--- src/rtl/pruebas_pkg.sv ---
// Shared types, encodings and helpers for the shift-register stimulus sequencer.
package pruebas_pkg;

  localparam int unsigned ANCHO_CNT  = 8;
  localparam int unsigned ANCHO_LFSR = 8;
  localparam int unsigned ANCHO_D    = 4;
  localparam int unsigned ANCHO_TEST = 3;

  // Shift register operating modes
  typedef enum logic [1:0] {
    MODO_SERIE   = 2'b00,
    MODO_ROTA    = 2'b01,
    MODO_CARGA   = 2'b10,
    MODO_RETIENE = 2'b11
  } modo_t;

  // Sequencer states
  typedef enum logic [1:0] {
    ST_IDLE    = 2'd0,
    ST_CARGA   = 2'd1,
    ST_EJECUTA = 2'd2,
    ST_FIN     = 2'd3
  } estado_t;

  // Test identifiers (0 means no test active)
  localparam logic [ANCHO_TEST-1:0] PRUEBA_NINGUNA = 3'd0;
  localparam logic [ANCHO_TEST-1:0] PRUEBA_1       = 3'd1;
  localparam logic [ANCHO_TEST-1:0] PRUEBA_2       = 3'd2;
  localparam logic [ANCHO_TEST-1:0] PRUEBA_3       = 3'd3;
  localparam logic [ANCHO_TEST-1:0] PRUEBA_4       = 3'd4;
  localparam logic [ANCHO_TEST-1:0] PRUEBA_5       = 3'd5;

  // Registered output bundle driven towards both register implementations
  typedef struct packed {
    logic               enb;
    logic               dir;
    modo_t              modo;
    logic               s_in;
    logic [ANCHO_D-1:0] d;
    logic               busy;
    logic               done;
  } salidas_t;

  // One LFSR step: taps at bits 0,2,3,4, shifting towards bit 0
  function automatic logic [ANCHO_LFSR-1:0] lfsr_sig(input logic [ANCHO_LFSR-1:0] l);
    return {l[0] ^ l[2] ^ l[3] ^ l[4], l[ANCHO_LFSR-1:1]};
  endfunction

  // Outputs while idle or finishing: register held, nothing else driven
  function automatic salidas_t sal_reposo(input logic done);
    salidas_t s;
    s      = '0;
    s.modo = MODO_RETIENE;
    s.done = done;
    return s;
  endfunction

  // Outputs of a preload cycle: parallel load of the seed
  function automatic salidas_t sal_carga(input logic [ANCHO_D-1:0] semilla);
    salidas_t s;
    s      = '0;
    s.enb  = 1'b1;
    s.modo = MODO_CARGA;
    s.d    = semilla;
    s.busy = 1'b1;
    return s;
  endfunction

  // Outputs of one run cycle of the given test
  function automatic salidas_t sal_ejecuta(input logic [ANCHO_TEST-1:0] prueba,
                                           input logic [ANCHO_D-1:0]    cnt,
                                           input logic                  bit_lfsr);
    salidas_t s;
    s      = '0;
    s.enb  = 1'b1;
    s.busy = 1'b1;
    s.modo = MODO_RETIENE;
    case (prueba)
      PRUEBA_1: begin
        s.modo = MODO_CARGA;
        s.d    = cnt;
      end
      PRUEBA_2: begin
        s.modo = MODO_SERIE;
        s.s_in = bit_lfsr;
      end
      PRUEBA_3: begin
        s.modo = MODO_SERIE;
        s.dir  = 1'b1;
        s.s_in = bit_lfsr;
      end
      PRUEBA_4: begin
        s.modo = MODO_ROTA;
      end
      PRUEBA_5: begin
        s.modo = MODO_SERIE;
        s.dir  = 1'b1;
        s.s_in = bit_lfsr;
        s.enb  = ~cnt[0];
      end
      default: s.modo = MODO_RETIENE;
    endcase
    return s;
  endfunction

endpackage

--- src/rtl/generador_pruebas_lfsr8.sv ---
// 8-bit LFSR providing pseudo-random serial data for the shift tests.
module lfsr8
  import pruebas_pkg::*;
(
  input  logic                  CLK,
  input  logic                  RESET,
  input  logic                  LOAD,
  input  logic [ANCHO_LFSR-1:0] SEED,
  input  logic                  ADV,
  output logic [ANCHO_LFSR-1:0] L
);

  // Reset and load both restore the seed; otherwise step only when asked
  always_ff @(posedge CLK) begin
    if (RESET) begin
      L <= SEED;
    end else if (LOAD) begin
      L <= SEED;
    end else if (ADV) begin
      L <= lfsr_sig(L);
    end
  end

endmodule

--- src/rtl/generador_pruebas.sv ---
// Stimulus sequencer: runs five directed tests on the 4-bit shift register.
module generador_pruebas
  import pruebas_pkg::*;
#(
  parameter int unsigned          CICLOS_PRUEBA = 16,
  parameter logic [ANCHO_D-1:0]    SEMILLA_REG   = 4'b1001,
  parameter logic [ANCHO_LFSR-1:0] SEMILLA_LFSR  = 8'hA5
) (
  input  logic                  CLK,
  input  logic                  RESET,
  input  logic                  START,
  input  logic                  HOLD,
  output logic                  ENB,
  output logic                  DIR,
  output logic [1:0]            MODO,
  output logic                  S_IN,
  output logic [ANCHO_D-1:0]    D,
  output logic [ANCHO_TEST-1:0] TEST_ID,
  output logic                  BUSY,
  output logic                  DONE
);

  localparam logic [ANCHO_CNT-1:0] ULTIMO = ANCHO_CNT'(CICLOS_PRUEBA - 1);

  estado_t               r_estado;
  logic [ANCHO_CNT-1:0]  r_cnt;
  logic [ANCHO_TEST-1:0] r_prueba;
  salidas_t              r_sal;

  logic                  w_prueba_lfsr;
  logic                  w_carga_lfsr;
  logic                  w_avanza_lfsr;
  logic [ANCHO_LFSR-1:0] w_l;
  logic [ANCHO_LFSR-1:0] w_l_sig;
  logic [ANCHO_CNT-1:0]  w_cnt_sig;

  // Tests that consume LFSR bits as serial data
  assign w_prueba_lfsr = (r_prueba == PRUEBA_2) || (r_prueba == PRUEBA_3) ||
                         (r_prueba == PRUEBA_5);
  assign w_carga_lfsr  = (r_estado == ST_IDLE) && START;
  assign w_avanza_lfsr = (r_estado == ST_EJECUTA) && w_prueba_lfsr && !HOLD;
  // LFSR value that will be current in the next cycle, so S_IN can be registered
  assign w_l_sig       = w_avanza_lfsr ? lfsr_sig(w_l) : w_l;
  assign w_cnt_sig     = r_cnt + ANCHO_CNT'(1);

  lfsr8 u_lfsr (
    .CLK   (CLK),
    .RESET (RESET),
    .LOAD  (w_carga_lfsr),
    .SEED  (SEMILLA_LFSR),
    .ADV   (w_avanza_lfsr),
    .L     (w_l)
  );

  // Sequencer FSM; outputs are registered for the step being entered
  always_ff @(posedge CLK) begin
    if (RESET) begin
      r_estado <= ST_IDLE;
      r_cnt    <= '0;
      r_prueba <= PRUEBA_NINGUNA;
      r_sal    <= sal_reposo(1'b0);
    end else begin
      case (r_estado)
        ST_IDLE: begin
          r_sal <= sal_reposo(1'b0);
          if (START) begin
            r_estado <= ST_CARGA;
            r_cnt    <= '0;
            r_prueba <= PRUEBA_1;
            r_sal    <= sal_carga(SEMILLA_REG);
          end
        end
        ST_CARGA: begin
          if (HOLD) begin
            r_sal.enb <= 1'b0;
          end else begin
            r_estado <= ST_EJECUTA;
            r_cnt    <= '0;
            r_sal    <= sal_ejecuta(r_prueba, 4'd0, w_l_sig[0]);
          end
        end
        ST_EJECUTA: begin
          if (HOLD) begin
            r_sal.enb <= 1'b0;
          end else if (r_cnt == ULTIMO) begin
            r_cnt <= '0;
            if (r_prueba == PRUEBA_5) begin
              r_estado <= ST_FIN;
              r_prueba <= PRUEBA_NINGUNA;
              r_sal    <= sal_reposo(1'b1);
            end else begin
              r_estado <= ST_CARGA;
              r_prueba <= r_prueba + ANCHO_TEST'(1);
              r_sal    <= sal_carga(SEMILLA_REG);
            end
          end else begin
            r_cnt <= w_cnt_sig;
            r_sal <= sal_ejecuta(r_prueba, ANCHO_D'(w_cnt_sig), w_l_sig[0]);
          end
        end
        ST_FIN: begin
          r_estado <= ST_IDLE;
          r_sal    <= sal_reposo(1'b0);
        end
        default: begin
          r_estado <= ST_IDLE;
          r_prueba <= PRUEBA_NINGUNA;
          r_sal    <= sal_reposo(1'b0);
        end
      endcase
    end
  end

  assign ENB     = r_sal.enb;
  assign DIR     = r_sal.dir;
  assign MODO    = r_sal.modo;
  assign S_IN    = r_sal.s_in;
  assign D       = r_sal.d;
  assign BUSY    = r_sal.busy;
  assign DONE    = r_sal.done;
  assign TEST_ID = r_prueba;

endmodule

--- config.mk ---
export PLATFORM = sky130hd
export DESIGN_NAME = generador_pruebas
export DESIGN_NICKNAME = d
export VERILOG_FILES = /design/src/rtl/pruebas_pkg.sv /design/src/rtl/generador_pruebas_lfsr8.sv /design/src/rtl/generador_pruebas.sv
export SDC_FILE = /design/constraint.sdc
export NUM_CORES = 1
export LEC_CHECK = 0
export CAP_MARGIN = 40
export CELL_PAD_IN_SITES_DETAIL_PLACEMENT = 1
export CELL_PAD_IN_SITES_GLOBAL_PLACEMENT = 1
export CORE_MARGIN = 4
export CORE_UTILIZATION = 45
export DETAILED_ROUTE_END_ITERATION = 10
export PLACE_DENSITY_LB_ADDON = 0.1
export SYNTH_ARGS = -nofsm -noshare
export SYNTH_HDL_FRONTEND = slang
export SYNTH_SLANG_ARGS = --single-unit
--- constraint.sdc ---
create_clock -name CLK -period 3.1 [get_ports CLK]
set_input_delay 0.775 -clock CLK [delete_from_list [all_inputs] [get_ports CLK]]
set_output_delay 0.775 -clock CLK [all_outputs]
set_load 0.05 [all_outputs]
==> metrics.yaml, run 1 <==
pwr:
  leakage_nw: 0.743
  power_density_nw_per_um2: 444
  finalPower_uw: 884
  pwr-share-comb: 0.148
  vdd_drop_max_uv: 286
  seqPwrFrac: 0.491
  p_switching_uw: 264
  intPower_uw: 620
  power.share.clock: 0.361
  p_sw_frac: 0.299
sta:
  slew-limit-headroom: 0.488
  skew_ns: 0.00559
  finalHoldViolCount: 0
  tns_ns: 0
  rsz0062_at_grt: "false"
  finalCritPeriodShare: 0.804
  slew_violations: 0
  tightest_slew_ns: 0.763
  finalSetupViolCount: 0
  fin_ws_ns: 0.608
  fmax_ghz: 0.401
  fin_crit_ns: 2.49
clock_tree:
  post_cts_buffers: 0
  root_buffer: "clkbuf_8"
  cts.sinks: 32
  cts_buffer_depth: 2
  cts_made_buffers: 5
  cts_tree: "done"
  ctsHtreeMaxLevel: 2
  clk_latency_ns: 0.29
  path_clk_slew_ns: 0.07
  cts_resized: 0
  holdBufCountCts: 0
synth:
  synth_nets: 211
  postSynthCellCount: 205
  syn-cell-area_um2: 1730
  synth_cell_types: 48
  ys_ff_latch: 32
  synth_edf_count: 0
  ys_dominant_reg_cell: "dfxtp_1"
  syn_avg_cell_area_um2: 8.42
  seq_area_frac_synth: 0.371
  ys_warn_count: 0
  async_flop_share: 0
global_routing:
  grt_usage: 0.217
  grt-ovfl-total: 0
  grt_pass1_wl_um: 8420
  grt_antenna_before_repair: 0
  grt_pass1_vias: 1659
  grt_max_degree: 17
critical_path:
  critical_path_class: "reg2out"
  crit_slowest_cell: "clkdlybuf4s50_1"
  setup.worst_path.end_class: "output port"
  worstPathRequired_ns: 2.32
  crit_buf_inv: 1
  cpPeakStageDelay_ns: 0.88
  worst_setup_path_start_kind: "register"
  timing.critical_path.fanout_max: 12
  crit_arrival_ns: 1.72
  cp_cell_sequence: "clkdlybuf4s50_1"
  path_delay_family: "buffers and inverters"
drt:
  detail-route-antenna-nets: 0
  vias: 1612
  drt_iter0_markers: 76
  first_pass_iters: 4
  routed_wl_um: 5100
  post_drt_wl_per_cell_um: 19.1
  drcViolationCount: 0
  viasPerCell: 6.04
layout:
  antenna_cells: 0
  design_area_um2: 1990
  final_util: 0.540
  area_growth_pct: 15.4
  fin_nets: 224
  layout-drive-gt1-share: 0.0776
  final_cell_mix: "dfxtp_1, nor2_1, nand2_1"
  final_common_cell: "dfxtp_1"
min_path:
  min_path_type: "reg2reg"
die:
  die_w_um: 69.9
  core_area_um2: 3690
  die_h_um: 69.9
  io_pins: 18
  start_util: 0.468
  die_area_um2: 4890
  std_cell_rows: 22
placed_design:
  routabilityCongestion: 0.836
  pre_cts_ws_ns: 0.361
  portBuffers: 17
  placed_area_um2: 1900
  hpwl_um: 3700
outcome:
  status: "finished, final reports clean"
job:
  cap_violations: 0
-- layer usage --
| layer | vias to the layer above | global-route usage | wire, µm |
|---|---|---|---|
| met1 | 784 | 0.256 | 2170 |
| met3 | 12 | 0.0417 | 204 |
| met4 | 0 | 0.0957 | 97 |
| met2 | 39 | 0.380 | 2630 |
| li1 | 777 | - | - |
| met5 | - | 0 | 0 |
-- worst paths after layout --
path	from	end	slack, ns	cells after the start
worst min-delay path	DIR$_SDFFE_PP0P_	DIR$_SDFFE_PP0P_	0.46	2
worst max register to register	r_estado[1]$_SDFFE_PP0P_	ENB$_SDFF_PP0_	0.88	4
worst min register to register	DIR$_SDFFE_PP0P_	DIR$_SDFFE_PP0P_	0.46	2
worst max-delay path	TEST_ID[0]$_SDFFE_PP0P_	TEST_ID[0]	0.61	1
-- kinds of logic (layout without fill, tap and decap cells) --
| kind of cell | count (synthesis) | after routing | share of synthesized area |
|---|---|---|---|
| adders and majority gates | 2 | 2 | 0.0145 |
| AOI/OAI and AO/OA | 50 | 50 | 0.204 |
| and+or+nand+nor | 89 | 89 | 0.280 |
| muxes | 8 | 8 | 0.0464 |
| buffers and inverters | 18 | 32 | 0.0543 |
| xor gates and xnor gates | 6 | 6 | 0.0304 |
| DFF | 32 | 32 | 0.371 |
-- flip-flops by register name, summed over array words and instances (netlist names) --
signal	flops
D	4
u_lfsr.L	8
S_IN	1
ENB	1
TEST_ID	3
DIR	1
r_estado	2
MODO	2
BUSY	1
r_cnt	8
DONE	1
-- area by class of cell --
class	instances	area, µm²
fillers	446	1700
flip-flops and latches	32	641
repair buffers	21	200
clock buffers	5	68.8
inverters	3	11.3
multi-input cells	155	992
well taps	48	60.1
clock inverters	3	18.8
-- worst reg2reg max path, stage by stage (launching register included) --
cell      delay [ns]
dfxtp_1         0.59
nor2b_1         0.65
o21ai_1         0.42
a221oi_1        0.38
nor2_1          0.07
-- per-stage QoR --
step,std cells,hold WS [ns]
floorplan,205,0.441
global placement,259,0.444
detailed placement,259,0.452
CTS,267,0.462
global route,267,0.482
finish,267,0.457
-- power groups by stage --
| stage | Combinational, mW | Clock (mW) | Sequential, mW |
|---|---|---|---|
| after global routing | 0.140 | 0.351 | 0.436 |
| after CTS | 0.130 | 0.328 | 0.434 |
| final | 0.131 | 0.319 | 0.434 |
| after global placement | 0.126 | 0 | 0.443 |
| after detailed placement | 0.129 | 0 | 0.443 |
| after floorplan | 0.0686 | 0 | 0.462 |
-- cells in the mapped netlist (2+ instances only) --
cell type	n	area, µm²
a41oi_1	2	17.5
nor3b_1	2	15.0
nor2_1	20	75.1
mux2i_1	8	80.1
inv_1	2	7.51
o21a_1	2	15.0
and2_1	2	12.5
a31oi_1	2	12.5
nand2_1	19	71.3
a2111oi_0	2	17.5
a32oi_1	2	17.5
and3_1	2	12.5
nor2b_1	6	37.5
ha_1	2	25.0
o31ai_1	2	15.0
or4_1	3	22.5
dfxtp_1	32	641
a221oi_1	2	17.5
nand2b_1	7	43.8
nand3_1	10	50.1
nor3_1	6	30.0
o2111ai_1	3	26.3
xor2_1	2	17.5
xnor2_1	4	35.0
a21oi_1	15	75.1
o21ai_0	5	25.0
nor4_1	3	18.8
buf_6	3	33.8
o22ai_1	3	18.8
nand4_1	3	18.8
buf_2	3	15.0
clkbuf_1	9	33.8
o21ai_1	2	10.0
Note: power is estimated with default switching activity, not from simulation.
==> inputs of run 2 (changes only) <==
Settings changed: CORE_UTILIZATION 45 to 42.
Clock period 3.1 ns to 2.5 ns, I/O delays scaled along.
==> metrics.yaml, run 2 (synthesis results as in run 1) <==
pwr:
  p_sw_frac: 0.278  # -0.0210
  pwr-share-comb: 0.137  # -0.011
  seqPwrFrac: 0.445  # -0.046
  power_density_nw_per_um2: 593  # +33%
  power.share.clock: 0.418  # +0.057
  intPower_uw: 873  # +41%
  leakage_nw: 0.764  # +2.8%
  p_switching_uw: 336  # +27%
  vdd_drop_max_uv: 311  # +8.4%
critical_path:
  path_delay_family: "buffers and inverters"
  reg2reg_to: "u_lfsr.L[2]$_SDFFE_PP1N_"
  cp_cell_sequence: "clkdlybuf4s50_1"
  rr_worst_depth: 5  # +1
  cpPeakStageDelay_ns: 0.88  # about the same
  crit_buf_inv: 1  # unchanged
  startpoint: "TEST_ID[1]$_SDFFE_PP0P_"
  critical_path_class: "reg2out"
  worst_setup_path_start_kind: "register"
  r2r_start: "TEST_ID[2]$_SDFFE_PP0P_"
  crit_slowest_cell: "clkdlybuf4s50_1"
  crit_arrival_ns: 1.75  # +0.03 ns
  setup.worst_path.end_class: "output port"
  ff2ff_setup_slack_ns: 0.51  # -0.37 ns
  timing.critical_path.fanout_max: 13  # +1
  crit_cells: 1  # unchanged
  worstPathRequired_ns: 1.88  # -0.44 ns
drt:
  drcViolationCount: 0  # unchanged
  detail-route-antenna-nets: 0  # unchanged
  first_pass_iters: 5  # +1
  drt_iter0_markers: 119  # +57%
  routed_wl_um: 4990  # -2.2%
  viasPerCell: 5.97  # -1.0%
  vias: 1625  # +0.81%
  post_drt_wl_per_cell_um: 18.3  # -4.0%
sta:
  slew-limit-headroom: 0.618  # +0.130
  skew_ns: 0.00540  # -0.000190 ns
  finalCritPeriodShare: 0.949
  fin_ws_ns: 0.127  # -0.481 ns
  slew_violations: 0  # unchanged
  rsz0062_at_grt: "false"
  fmax_ghz: 0.421
  finalHoldViolCount: 0  # unchanged
  tightest_slew_ns: 0.572  # -0.190 ns
  finalSetupViolCount: 0  # unchanged
  tns_ns: 0  # unchanged
  fin_crit_ns: 2.37
clock_tree:
  cts_buffer_depth: 2  # unchanged
  post_cts_buffers: 0  # unchanged
  ctsHtreeMaxLevel: 2  # unchanged
  cts_resized: 0  # unchanged
  path_clk_slew_ns: 0.07  # about the same
  holdBufCountCts: 0  # unchanged
  root_buffer: "clkbuf_8"
  cts_tree: "done"
  cts_made_buffers: 5  # unchanged
  clk_latency_ns: 0.29  # about the same
  cts.sinks: 32  # unchanged
global_routing:
  grt_max_degree: 15  # -2
  grt_usage: 0.208  # -0.00925
  grt_pass1_vias: 1689  # +1.8%
  grt_antenna_before_repair: 0  # unchanged
  grt_pass1_wl_um: 8540  # +1.4%
  grt-ovfl-total: 0  # unchanged
outcome:
  status: "finished, final reports clean"
die:
  core_area_um2: 4000  # +8.4%
  std_cell_rows: 23  # +4.5%
  die_area_um2: 5200  # +6.3%
  start_util: 0.432  # -0.0365
  die_w_um: 72.1  # +3.1%
  die_h_um: 72.1  # +3.1%
  io_pins: 18  # unchanged
layout:
  register_area_um2: 641  # unchanged
  fillerInstances: 480  # +7.6%
  final_common_cell: "dfxtp_1"
  final_util: 0.510  # -0.0299
  multi_input_area_um2: 992  # unchanged
  fin_nets: 227  # +1.3%
  antenna_cells: 0  # unchanged
  area_growth_pct: 18.2
  layout-drive-gt1-share: 0.0901  # +0.0125
  final_cell_mix: "dfxtp_1, nor2_1, nand2_1"
placed_design:
  portBuffers: 17  # unchanged
  hpwl_um: 3700  # -0.13%
  routabilityCongestion: 0.836  # unchanged
  pre_cts_ws_ns: 0.163  # -0.197 ns
job:
  cap_violations: 0  # unchanged
min_path:
  hp-start: "DIR$_SDFFE_PP0P_"
  hold_path_end: "DIR$_SDFFE_PP0P_"
  min_path_type: "reg2reg"
  worstHoldPathCells: 2  # unchanged
[run 2: stage by stage]
step	cells	hold WS [ns]	total power [mW]	cell area (µm²)
after CTS	272	0.469	1.22	2040
after global placement	264	0.444	0.709	1930
after global routing	272	0.499	1.26	2040
final	272	0.466	1.21	2040
after detailed placement	264	0.455	0.715	1930
after floorplan	205	0.441	0.658	1730
[run 2: worst max path at each step]
| stage | slack, ns | end |
|---|---|---|
| 3_3_place_gp | 0.21 | ENB$_SDFF_PP0_ |
| 3_5_place_dp | 0.16 | r_cnt[7]$_SDFFE_PP0P_ |
| 6_report | 0.13 | TEST_ID[1] |
| 4_1_cts | 0.12 | TEST_ID[1] |
| 2_1_floorplan | 0.49 | u_lfsr.L[0]$_SDFF_PP1_ |
| 5_1_grt | 0.07 | TEST_ID[0] |
[run 2: cell type report]
class / instances / area share
multi-input combinational: 155 / 0.486
sequential: 32 / 0.314
timing repair buffer: 24 / 0.109
clock buffer: 5 / 0.0337
tap: 50 / 0.0307
clock inverter: 3 / 0.0208
inverter: 3 / 0.00552
[run 2: power groups by stage]
stage / clock [mW] / sequential (mW) / combinational [mW]
finish: 0.505 / 0.539 / 0.166
global route: 0.539 / 0.542 / 0.176
CTS: 0.514 / 0.539 / 0.165
detailed placement: 0 / 0.551 / 0.164
global placement: 0 / 0.550 / 0.159
floorplan: 0 / 0.573 / 0.0850
[run 2: metal layers]
metal | part of all wire | up-vias | global-route usage
met1 | 0.48 | 804 | 0.280
met2 | 0.47 | 30 | 0.334
met3 | 0.040 | 6 | 0.0457
li1 | - | 785 | -
met4 | 0.0088 | 0 | 0.0605
met5 | 0 | - | 0
==> inputs of run 3 (changes only) <==
Settings changed: MAX_ROUTING_LAYER from default to met4.
==> metrics.yaml, run 3 (synthesis results as in run 1) <==
die:
  std_cell_rows: 23  # unchanged
  die_area_um2: 5200  # unchanged
  start_util: 0.432  # unchanged
  die_w_um: 72.1  # unchanged
  io_pins: 18  # unchanged
  die_h_um: 72.1  # unchanged
  core_area_um2: 4000  # unchanged
sta:
  tightest_slew_ns: 0.571  # -0.000812 ns
  slew-limit-headroom: 0.619  # about the same
  tns_ns: 0  # unchanged
  slew_violations: 0  # unchanged
  fin_crit_ns: 2.37  # -0.000110 ns
  fmax_ghz: 0.422  # about the same
  rsz0062_at_grt: "false"
  fin_ws_ns: 0.128  # +0.000110 ns
  finalCritPeriodShare: 0.949  # about the same
  finalSetupViolCount: 0  # unchanged
  holdWs_ns: 0.466  # -0.000168 ns
  finalHoldViolCount: 0  # unchanged
  skew_ns: 0.00492  # -0.000479 ns
drt:
  routed_wl_um: 4980  # -0.16%
  viasPerCell: 6.00  # +0.37%
  first_pass_iters: 4  # -1
  drcViolationCount: 0  # unchanged
  detail-route-antenna-nets: 0  # unchanged
  drt_iter0_markers: 105  # -12%
  post_drt_wl_per_cell_um: 18.3  # -0.16%
  vias: 1631  # +0.37%
pwr:
  p_sw_frac: 0.278  # about the same
  vdd_drop_max_uv: 311  # about the same
  intPower_uw: 873  # about the same
  seqPwrFrac: 0.446  # about the same
  p_switching_uw: 336  # -0.13%
  leakage_nw: 0.764  # unchanged
  pwr-share-comb: 0.137  # about the same
  power.share.clock: 0.417  # about the same
  finalPower_mw: 1.21  # about the same
  power_density_nw_per_um2: 592  # about the same
placed_design:
  routabilityCongestion: 0.849  # +1.5%
  portBuffers: 17  # unchanged
  place_inst: 264  # unchanged
  placed_area_um2: 1930  # unchanged
  pre_cts_ws_ns: 0.163  # unchanged
  hpwl_um: 3700  # unchanged
critical_path:
  rr_worst_depth: 5  # unchanged
  cpPeakStageDelay_ns: 0.88  # about the same
  startpoint: "TEST_ID[1]$_SDFFE_PP0P_"
  reg2reg_to: "u_lfsr.L[2]$_SDFFE_PP1N_"
  path_delay_family: "buffers and inverters"
  worstPathRequired_ns: 1.88  # about the same
  crit_buf_inv: 1  # unchanged
  worst_setup_path_start_kind: "register"
  timing.critical_path.fanout_max: 13  # unchanged
  r2r_start: "TEST_ID[2]$_SDFFE_PP0P_"
  crit_arrival_ns: 1.75  # about the same
  crit_cells: 1  # unchanged
  crit_slowest_cell: "clkdlybuf4s50_1"
  cp-endpoint: "TEST_ID[1]"
  cp_cell_sequence: "clkdlybuf4s50_1"
  critical_path_class: "reg2out"
  ff2ff_setup_slack_ns: 0.50  # about the same
  setup.worst_path.end_class: "output port"
clock_tree:
  post_cts_buffers: 0  # unchanged
  cts_tree: "done"
  cts_resized: 0  # unchanged
  path_clk_slew_ns: 0.07  # about the same
  cts_buffer_depth: 2  # unchanged
  cts.sinks: 32  # unchanged
  cts_made_buffers: 5  # unchanged
  ctsHtreeMaxLevel: 2  # unchanged
  root_buffer: "clkbuf_8"
  clk_latency_ns: 0.29  # about the same
  holdBufCountCts: 0  # unchanged
min_path:
  worstHoldPathCells: 2  # unchanged
  min_path_type: "reg2reg"
layout:
  final_common_cell: "dfxtp_1"
  final-instance-count-excl-fill: 272  # unchanged
  final_cell_mix: "dfxtp_1, nor2_1, nand2_1"
  fillerInstances: 480  # unchanged
  fin_nets: 227  # unchanged
  final_util: 0.510  # unchanged
  antenna_cells: 0  # unchanged
  design_area_um2: 2040  # unchanged
  area_growth_pct: 18.2  # unchanged
  layout-drive-gt1-share: 0.0901  # unchanged
global_routing:
  met2_usage: 0.333  # -0.00101
  busiest_layer: "met2"
  grt_pass1_vias: 1692  # +0.18%
  grt_max_degree: 15  # unchanged
  grt_use_met1: 0.281  # +0.00171
  grt-ovfl-total: 0  # unchanged
  grt_antenna_before_repair: 0  # unchanged
  grt_pass1_wl_um: 8530  # -0.16%
  grt_usage: 0.214  # +0.00583
  grtUsageMet3: 0.0429  # -0.00277
outcome:
  status: "finished, final reports clean"
job:
  cap_violations: 0  # unchanged
==> run 3: how the worst min path moves through the flow <==
stage	from	endpoint	slack, ns
2_1_floorplan	u_lfsr.L[6]$_SDFFE_PP0N_	u_lfsr.L[5]$_SDFFE_PP1N_	0.44
3_3_place_gp	D[1]$_SDFFE_PP0P_	D[1]$_SDFFE_PP0P_	0.44
3_5_place_dp	DIR$_SDFFE_PP0P_	DIR$_SDFFE_PP0P_	0.46
4_1_cts	DIR$_SDFFE_PP0P_	DIR$_SDFFE_PP0P_	0.47
5_1_grt	D[1]$_SDFFE_PP0P_	D[1]$_SDFFE_PP0P_	0.50
6_report	DIR$_SDFFE_PP0P_	DIR$_SDFFE_PP0P_	0.47
==> run 3: power by group through the flow <==
| stage | registers [mW] | clock network (mW) | logic [mW] |
|---|---|---|---|
| floorplan | 0.573 | 0 | 0.0850 |
| global placement | 0.550 | 0 | 0.159 |
| detailed placement | 0.551 | 0 | 0.164 |
| CTS | 0.539 | 0.514 | 0.165 |
| global route | 0.542 | 0.537 | 0.176 |
| finish | 0.539 | 0.504 | 0.166 |
==> run 3: final cells by class <==
| cell class | count | area, µm² | area share |
|---|---|---|---|
| multi-input cells | 155 | 992 | 0.486 |
| flip-flops and latches | 32 | 641 | 0.314 |
| repair buffers | 24 | 223 | 0.109 |
| clock buffers | 5 | 68.8 | 0.0337 |
| well taps | 50 | 62.6 | 0.0307 |
| clock inverters | 3 | 42.5 | 0.0208 |
| inverters | 3 | 11.3 | 0.00552 |
==> run 3: per-layer routing <==
layer / up-vias / part of all wire
met1: 809 / 0.48
met2: 31 / 0.47
li1: 785 / -
met3: 6 / 0.034
met5: - / 0
met4: 0 / 0.0088
